## config.mk

```make
export PLATFORM = sky130hd
export DESIGN_NAME = uart_tx_frame
export DESIGN_NICKNAME = d
export VERILOG_FILES = /design/src/rtl/uart_pkg.sv /design/src/rtl/uart_baud_gen.sv /design/src/rtl/uart_tx_frame.sv
export SDC_FILE = /design/constraint.sdc
export NUM_CORES = 1
export LEC_CHECK = 0
export CAP_MARGIN = 20
export CORE_UTILIZATION = 61
export DETAILED_ROUTE_END_ITERATION = 10
export PLACE_DENSITY_LB_ADDON = 0.15
export SYNTH_ARGS = -nofsm -noshare
export SYNTH_HDL_FRONTEND = slang
export SYNTH_SLANG_ARGS = --single-unit
```

## constraint.sdc

```tcl
create_clock -name clk -period 4.9 [get_ports clk]
set_clock_uncertainty 0.1 [all_clocks]
set_input_delay 0.735 -clock clk [delete_from_list [all_inputs] [get_ports clk]]
set_output_delay 0.735 -clock clk [all_outputs]
set_load 0.02 [all_outputs]
```

## src/rtl/uart_pkg.sv

```systemverilog
// Shared types and helpers for the UART transmit/receive blocks.
// State encoding, baud divisor calculation and legal parameter ranges.
package uart_pkg;

  typedef enum logic [2:0] {
    IDLE,
    START,
    DATA,
    PARITY,
    STOP
  } uart_tx_state_t;

  localparam int DATA_BITS_MIN = 5;
  localparam int DATA_BITS_MAX = 8;
  localparam int STOP_BITS_MIN = 1;
  localparam int STOP_BITS_MAX = 2;

  function automatic int baud_div(
    input int clk_hz,
    input int baud
  );
    return clk_hz / baud;
  endfunction

endpackage

```

## src/rtl/uart_baud_gen.sv

```systemverilog
// Bit-period counter: counts 0..DIV-1 and wraps, tick on DIV-1.
// A synchronous restart forces the count back to zero.
module uart_baud_gen #(
  parameter int DIV = 16,
  localparam int W = (DIV > 1) ? $clog2(DIV) : 1
) (
  input  logic         clk,
  input  logic         rst_n,
  input  logic         restart,
  output logic         tick,
  output logic [W-1:0] count
);

  localparam logic [W-1:0] LAST = W'(DIV - 1);

  assign tick = (count == LAST);

  // Count bit-period clocks; restart or wrap returns to zero.
  always_ff @(posedge clk or negedge rst_n) begin
    if (!rst_n) begin
      count <= '0;
    end else if (restart || tick) begin
      count <= '0;
    end else begin
      count <= count + 1'b1;
    end
  end

endmodule

```

## src/rtl/uart_tx_frame.sv

```systemverilog
// UART transmitter: one character per valid/ready handshake.
// Optional parity bit compiled in with UART_TX_PARITY_EN.
module uart_tx_frame #(
  parameter int CLK_HZ     = 50_000_000,
  parameter int BAUD       = 9600,
  parameter int DATA_BITS  = 8,
  parameter int STOP_BITS  = 1,
  parameter int PARITY_ODD = 0
) (
  input  logic                 clk,
  input  logic                 rst_n,
  input  logic [DATA_BITS-1:0] tx_data,
  input  logic                 tx_valid,
  output logic                 tx_ready,
  output logic                 tx,
  output logic                 busy
);

  import uart_pkg::*;

  localparam int DIV = baud_div(CLK_HZ, BAUD);
  localparam int W   = (DIV > 1) ? $clog2(DIV) : 1;

  localparam logic [W-1:0] PRE   = W'(DIV - 2);
  localparam logic [2:0]   DLAST = 3'(DATA_BITS - 1);
  localparam logic [2:0]   SLAST = 3'(STOP_BITS - 1);

  if (DIV < 2) begin : g_bad_div
    $error("uart_tx_frame: CLK_HZ/BAUD must be at least 2");
  end
  if (DATA_BITS < DATA_BITS_MIN || DATA_BITS > DATA_BITS_MAX) begin : g_bad_db
    $error("uart_tx_frame: DATA_BITS must be 5..8");
  end
  if (STOP_BITS < STOP_BITS_MIN || STOP_BITS > STOP_BITS_MAX) begin : g_bad_sb
    $error("uart_tx_frame: STOP_BITS must be 1..2");
  end

  uart_tx_state_t       state;
  logic [DATA_BITS-1:0] shift;
  logic [2:0]           bit_cnt;
  logic                 accept;
  logic                 restart;
  logic                 tick;
  logic [W-1:0]         count;
`ifdef UART_TX_PARITY_EN
  logic                 par;
`endif

  assign accept  = tx_valid && tx_ready;
  assign restart = accept || (state == IDLE);
  assign busy    = (state != IDLE);

  uart_baud_gen #(
    .DIV(DIV)
  ) u_baud (
    .clk    (clk),
    .rst_n  (rst_n),
    .restart(restart),
    .tick   (tick),
    .count  (count)
  );

  // Frame sequencer; tx and tx_ready are registered here.
  always_ff @(posedge clk or negedge rst_n) begin
    if (!rst_n) begin
      state    <= IDLE;
      shift    <= '0;
      bit_cnt  <= '0;
      tx       <= 1'b1;
      tx_ready <= 1'b0;
`ifdef UART_TX_PARITY_EN
      par      <= 1'b0;
`endif
    end else if (accept) begin
      state    <= START;
      shift    <= tx_data;
      bit_cnt  <= '0;
      tx       <= 1'b0;
      tx_ready <= 1'b0;
`ifdef UART_TX_PARITY_EN
      par      <= (^tx_data) ^ (PARITY_ODD != 0);
`endif
    end else begin
      unique case (state)
        IDLE: begin
          tx       <= 1'b1;
          tx_ready <= 1'b1;
        end
        START: begin
          if (tick) begin
            state <= DATA;
            tx    <= shift[0];
          end
        end
        DATA: begin
          if (tick) begin
            if (bit_cnt == DLAST) begin
              bit_cnt <= '0;
`ifdef UART_TX_PARITY_EN
              state   <= PARITY;
              tx      <= par;
`else
              state   <= STOP;
              tx      <= 1'b1;
`endif
            end else begin
              bit_cnt <= bit_cnt + 3'd1;
              shift   <= shift >> 1;
              tx      <= shift[1];
            end
          end
        end
`ifdef UART_TX_PARITY_EN
        PARITY: begin
          if (tick) begin
            state <= STOP;
            tx    <= 1'b1;
          end
        end
`endif
        STOP: begin
          if (tick) begin
            if (bit_cnt == SLAST) begin
              state   <= IDLE;
              bit_cnt <= '0;
            end else begin
              bit_cnt <= bit_cnt + 3'd1;
            end
          end else if (bit_cnt == SLAST && count == PRE) begin
            tx_ready <= 1'b1;
          end
        end
        default: begin
          state <= IDLE;
          tx    <= 1'b1;
        end
      endcase
    end
  end

endmodule

```

==> impl_metrics.json, run 1 <==
{
  "final_cells": 205,
  "grt_remaining_overflow": 0,
  "syn_inst": 160,
  "grt_max_degree": 30,
  "cts_resized": 0,
  "die_x_um": 52.76,
  "grt_usage_pct": 24.82,
  "drive_above_1_share_pct": 7.429,
  "busiest_layer": "met2",
  "final.setup.worst_slack_ns": 2.328,
  "hp-class": "reg -> reg",
  "synth_area_leaders": "dfrtp_1, mux2i_1, nor2_1, xnor2_1, ha_1",
  "p_seq_share_pct": 52.7,
  "dp_cells": 197,
  "fillCellCount": 195,
  "die-area_um2": 2783,
  "worst_slew_pin_slew_ns": 0.7116,
  "global_route.usage.met1_pct": 30.71,
  "diodes": 0,
  "wirelength_um": 2929,
  "place_ws_ns": 2.234,
  "netlist_area_um2": 1572,
  "slew_headroom_pct": 52.56,
  "wire_per_inst_um": 14.29,
  "multi_input_area_um2": 755.7,
  "status": "completed",
  "irDropWorstVdd_uv": 267.0,
  "drt_first_iter_violations": 27,
  "clkPwrFrac_pct": 21.3,
  "final_min_period_over_clock_period_pct": 52.50,
  "r2r_cells": 5,
  "ys_seq_area_share_pct": 46.26,
  "required_ns": 4.07,
  "yosys_warnings": 0,
  "p_sw_share_pct": 32.89,
  "vias": 1169,
  "power_mw": 0.6503,
  "numCtsBuffers": 5,
  "syn-num-nets": 176,
  "ant_nets": 0,
  "setup_viol": 0,
  "clockBufferDepth": 2,
  "rsz0062_at_grt": "false",
  "leakage_nw": 0.7730,
  "cts_setup_buffers": 0,
  "cp-end-kind": "output pin",
  "crit_arrival_ns": 1.74,
  "worstSetupPathType": "reg -> out",
  "p_per_area_nw_per_um2": 373.6,
  "maxCapViolCount": 0,
  "gp_congestion": 0.7931,
  "p_sw_mw": 0.2139,
  "clock_latency_ns": 0.33,
  "clockRootBuffer": "clkbuf_4",
  "grt_pass1_wl_um": 4809,
  "cts_max_level": 2,
  "numClockSinks": 29,
  "fmax_mhz": 388.8,
  "routed_via_density": 5.702,
  "synth_seq_cells": 29,
  "start_util_pct": 64.02,
  "fp.dieH_um": 52.76,
  "yosysTopAreaCell": "dfrtp_1",
  "power_frac_comb_pct": 26.0,
  "grtUsageMet3_pct": 9.275,
  "seq_area_um2": 726.9,
  "antenna_found_initial": 0,
  "start_kind": "flip-flop",
  "drc": 0,
  "worstPathMaxFanout": 8,
  "internal-power_mw": 0.4364,
  "maxSlewViolCount": 0,
  "grt_pass1_vias": 1088,
  "use_met2_pct": 38.19,
  "cts_hold_buf": 0,
  "portBuffers": 13,
  "hold_viol": 0,
  "synth_cell_types": 37,
  "path_clk_slew_ns": 0.09,
  "synth_top_cell_area_share_pct": 44.59,
  "dpl.hpwl_um": 2092,
  "cts_tree": "done",
  "syn_to_final_growth_pct": 10.75,
  "synth.avg_cell_area_um2": 9.822,
  "ios": 14,
  "hold_depth": 2,
  "fin_nets": 190,
  "row_count": 18,
  "dr.pass1.iters": 4,
  "finalCriticalPeriod_ns": 2.572,
  "setup_tns_ns": 0,
  "core_area_um2": 2455
}
==> cells in the final DEF (no fill, tap or decap), types with 2 or more instances in the layout <==
| cell type | count |
|---|---|
| nand2_1 | 16 |
| o21ai_1 | 8 |
| and2_1 | 2 |
| a21oi_1 | 5 |
| a31oi_1 | 3 |
| nand2b_1 | 3 |
| inv_1 | 9 |
| nor3_1 | 5 |
| or3_1 | 2 |
| clkbuf_4 | 5 |
| dfrtp_1 | 28 |
| xnor2_1 | 8 |
| xor2_1 | 3 |
| mux2i_1 | 10 |
| clkdlybuf4s50_1 | 13 |
| clkbuf_1 | 3 |
| nand3_1 | 3 |
| ha_1 | 5 |
| nor2_1 | 20 |
| o41ai_1 | 2 |
| nand4_1 | 6 |
==> sequential cells by signal, summed over array words and instances (netlist names) <==
register      cells
u_baud.count     13
bit_cnt           3
state             3
tx_ready          1
tx                1
shift             8
==> cells in the mapped netlist, drive strengths merged <==
library cell and count:
nor2 21, inv 9, xnor2 8, a31oi 3
mux2i 10, nand2b 3, nand3b 2, and2 2
or3b 1, o21ai 9, nand2 16, o41ai 2
a22o 1, a211o 1, nand4bb 1, dfrtp 28
or3 2, nor3 5, clkbuf 1, buf 6
a211oi 1, a21oi 6, ha 5, xor2 3
nor2b 1, and3 1, nand4 6, nand3 3
dfstp 1, nor4 2
==> metrics by stage <==
step                      area (um2)  util, %  hold slack (ns)
after floorplan                 1572        -           0.3394
after global placement          1692    68.91           0.3626
after global routing            1740    70.90           0.4097
after CTS                       1740    70.90           0.3936
after detailed placement        1692    68.91           0.3754
final                           1740    70.90           0.3948
==> cells by family after synthesis <==
family                     Yosys count  share of synthesized area, %
buffers and inverters               16                         5.653
xor gates and xnor gates            11                         6.131
adders and majority gates            5                         3.981
muxes                               10                         6.370
and+or+nand+nor                     66                         22.45
AOI/OAI and AO/OA                   23                         9.157
DFF                                 29                         46.26
==> power by group through the flow <==
stage	registers, mW	clock network, mW	logic (mW)
detailed placement	0.346	0	0.171
global route	0.348	0.154	0.191
floorplan	0.341	0	0.123
global placement	0.342	0	0.161
finish	0.343	0.138	0.169
CTS	0.342	0.141	0.171
==> metal layers <==
metal	vias up	wire (um)
met5	-	0
met4	0	46
met3	7	128
met2	23	1400
met1	560	1353
li1	579	-
==> final timing paths <==
kind	start	to	slack [ns]
max	state[1]	busy	2.33
min	tx	tx	0.39
max reg2reg	u_baud.count[0]	u_baud.count[8]	2.51
min reg2reg	tx	tx	0.39
max in group asynchronous	rst_n	tx	3.71
min in group asynchronous	rst_n	u_baud.count[9]	0.67
==> critical path, stage by stage (launching register included) <==
cell and delay, ns:
dfrtp_1 0.47, nor3_1 0.33, inv_1 0.07, clkdlybuf4s50_1 0.54
==> area by class of cell <==
class	instances	area share, %
tap	30	2.157
clock buffer	8	2.804
sequential	29	41.77
multi-input combinational	115	43.42
inverter	9	1.941
timing repair buffer	14	7.908
Power figures use the tool's default switching activity.
==> inputs of run 2 (changes only) <==
CORE_ASPECT_RATIO = 0.5   (was not set)
CORE_UTILIZATION = 56   (was 61)
clock period = 2.4 ns   (was 4.9 ns; I/O delays follow)
==> run 2 against run 1 <==
Sequential share of layout area fell by 2.2 points. Combinational power rose by 100%. Clock-buffer cell count fell by 1. Die area rose by 9.1%. Worst setup slack got worse by 2.1 ns. First-iteration DRC count rose by 150%. Global-route usage fell by 2.2 points. Critical endpoint unchanged. Largest power group unchanged. Highest routed layer unchanged.
==> impl_metrics.json, run 2 (synthesized netlist as in run 1, its figures left out) <==
{
  "setup_tns_ns": 0,
  "fp.dieH_um": 39.46,
  "multi_input_area_um2": 755.7,
  "cts_hold_buf": 0,
  "worstSetupPathType": "reg -> out",
  "grt_remaining_overflow": 0,
  "wire_per_inst_um": 13.59,
  "final_cells": 215,
  "worstSetupPathDepth": 3,
  "slew_headroom_pct": 60.65,
  "hold_viol": 0,
  "maxCapViolCount": 0,
  "finalCriticalPeriod_ns": 2.176,
  "required_ns": 1.94,
  "crit_chain": "nor3_1 -> inv_1 -> clkdlybuf4s50_1",
  "cts_tree": "done",
  "clockBufferDepth": 2,
  "largest_reg_flops": 13,
  "cpLargestDelayFamily": "buffers and inverters",
  "seq_area_um2": 726.9,
  "grt_max_degree": 30,
  "grt_pass1_vias": 1072,
  "dp_cells": 207,
  "maxSlewViolCount": 0,
  "layout_common_cells": "dfrtp_1, nor2_1, nand2_1",
  "fmax_mhz": 459.7,
  "cpMaxStageDelayCell": "clkdlybuf4s50_1",
  "final_min_period_over_clock_period_pct": 90.65,
  "rsz0062_at_grt": "false",
  "routed_via_density": 5.377,
  "start_kind": "flip-flop",
  "clockRootBuffer": "clkbuf_8",
  "fillCellCount": 219,
  "cts_max_level": 2,
  "die_x_um": 76.92,
  "hp-class": "in -> async",
  "vias": 1156,
  "cts_setup_buffers": 0,
  "drt_first_iter_violations": 67,
  "start_util_pct": 59.64,
  "dr.pass1.iters": 4,
  "ant_nets": 0,
  "irDropWorstVdd_uv": 554.4,
  "numCtsBuffers": 5,
  "regMostFlops": "u_baud.count",
  "fin_nets": 193,
  "drive_above_1_share_pct": 10.11,
  "cts_resized": 0,
  "critical_path_buf_inv_count": 2,
  "ios": 14,
  "gp_congestion": 0.8043,
  "row_count": 13,
  "max_stage_delay_ns": 0.54,
  "dpl.hpwl_um": 2133,
  "crit_arrival_ns": 1.72,
  "die-area_um2": 3035,
  "grt_usage_pct": 22.58,
  "leakage_nw": 0.8211,
  "path_clk_slew_ns": 0.06,
  "syn_to_final_growth_pct": 17.04,
  "portBuffers": 13,
  "worst_slew_pin_slew_ns": 0.5902,
  "layout_commonest_cell": "dfrtp_1",
  "setup_viol": 0,
  "clock_latency_ns": 0.28,
  "r2r_cells": 5,
  "wirelength_um": 2921,
  "status": "completed",
  "drc": 0,
  "reg_top3": "u_baud.count (13), shift (8)",
  "diodes": 0,
  "cp-end-kind": "output pin",
  "numClockSinks": 29,
  "grt_pass1_wl_um": 4892,
  "worstPathMaxFanout": 9,
  "p_per_area_nw_per_um2": 854.7,
  "core_area_um2": 2635,
  "antenna_found_initial": 0
}
## run 2: worst paths after layout
kind,startpoint,to,slack [ns]
worst min register to register,tx,tx,0.39
max in group asynchronous,rst_n,tx,1.54
worst min-delay path,rst_n,shift[7],0.36
worst max register to register,u_baud.count[0],u_baud.count[8],0.26
worst max-delay path,state[0],busy,0.22
min in group clk,tx,tx,0.39
## run 2: worst register-to-register path, stage by stage (launching register included)
cell     delay [ns]
dfrtp_1        0.41
ha_1           0.24
or3b_4         0.41
nor4_4         0.29
or3_1          0.44
nor2_1         0.12
## run 2: cell type report
class | count | share of cell area, %
clock buffers | 7 | 4.694
clock inverters | 1 | 1.633
inverters | 9 | 1.837
multi-input cells | 115 | 41.09
flip-flops and latches | 29 | 39.52
well taps | 37 | 2.517
repair buffers | 17 | 8.708
## run 2: per-stage QoR
| stage | area [um2] | power (mW) | utilization [%] | hold slack, ns | setup WS [ns] |
|---|---|---|---|---|---|
| finish | 1839 | 1.572 | 69.80 | 0.3578 | 0.2245 |
| detailed placement | 1723 | 1.065 | 65.38 | 0.3810 | 0.2774 |
| global placement | 1723 | 1.040 | 65.38 | 0.3641 | 0.3581 |
| CTS | 1839 | 1.581 | 69.80 | 0.3712 | 0.2224 |
| floorplan | 1572 | 0.9468 | - | -0.03559 | 0.5610 |
| global route | 1839 | 1.661 | 69.80 | 0.3999 | 0.1066 |
## run 2: per-layer routing
layer	share of wire [%]	vias up	GRT usage (%)
li1	-	586	-
met1	50	552	29.17
met2	46	16	35.71
met3	3.6	2	7.442
met4	0.45	0	9.135
met5	0	-	0
## run 2: report_power, final
part	leakage [nW]	switching, mW	internal [mW]
registers	0.382	0.106	0.608
clock network	0.0585	0.175	0.338
logic	0.381	0.175	0.170
total	0.821	0.456	1.12
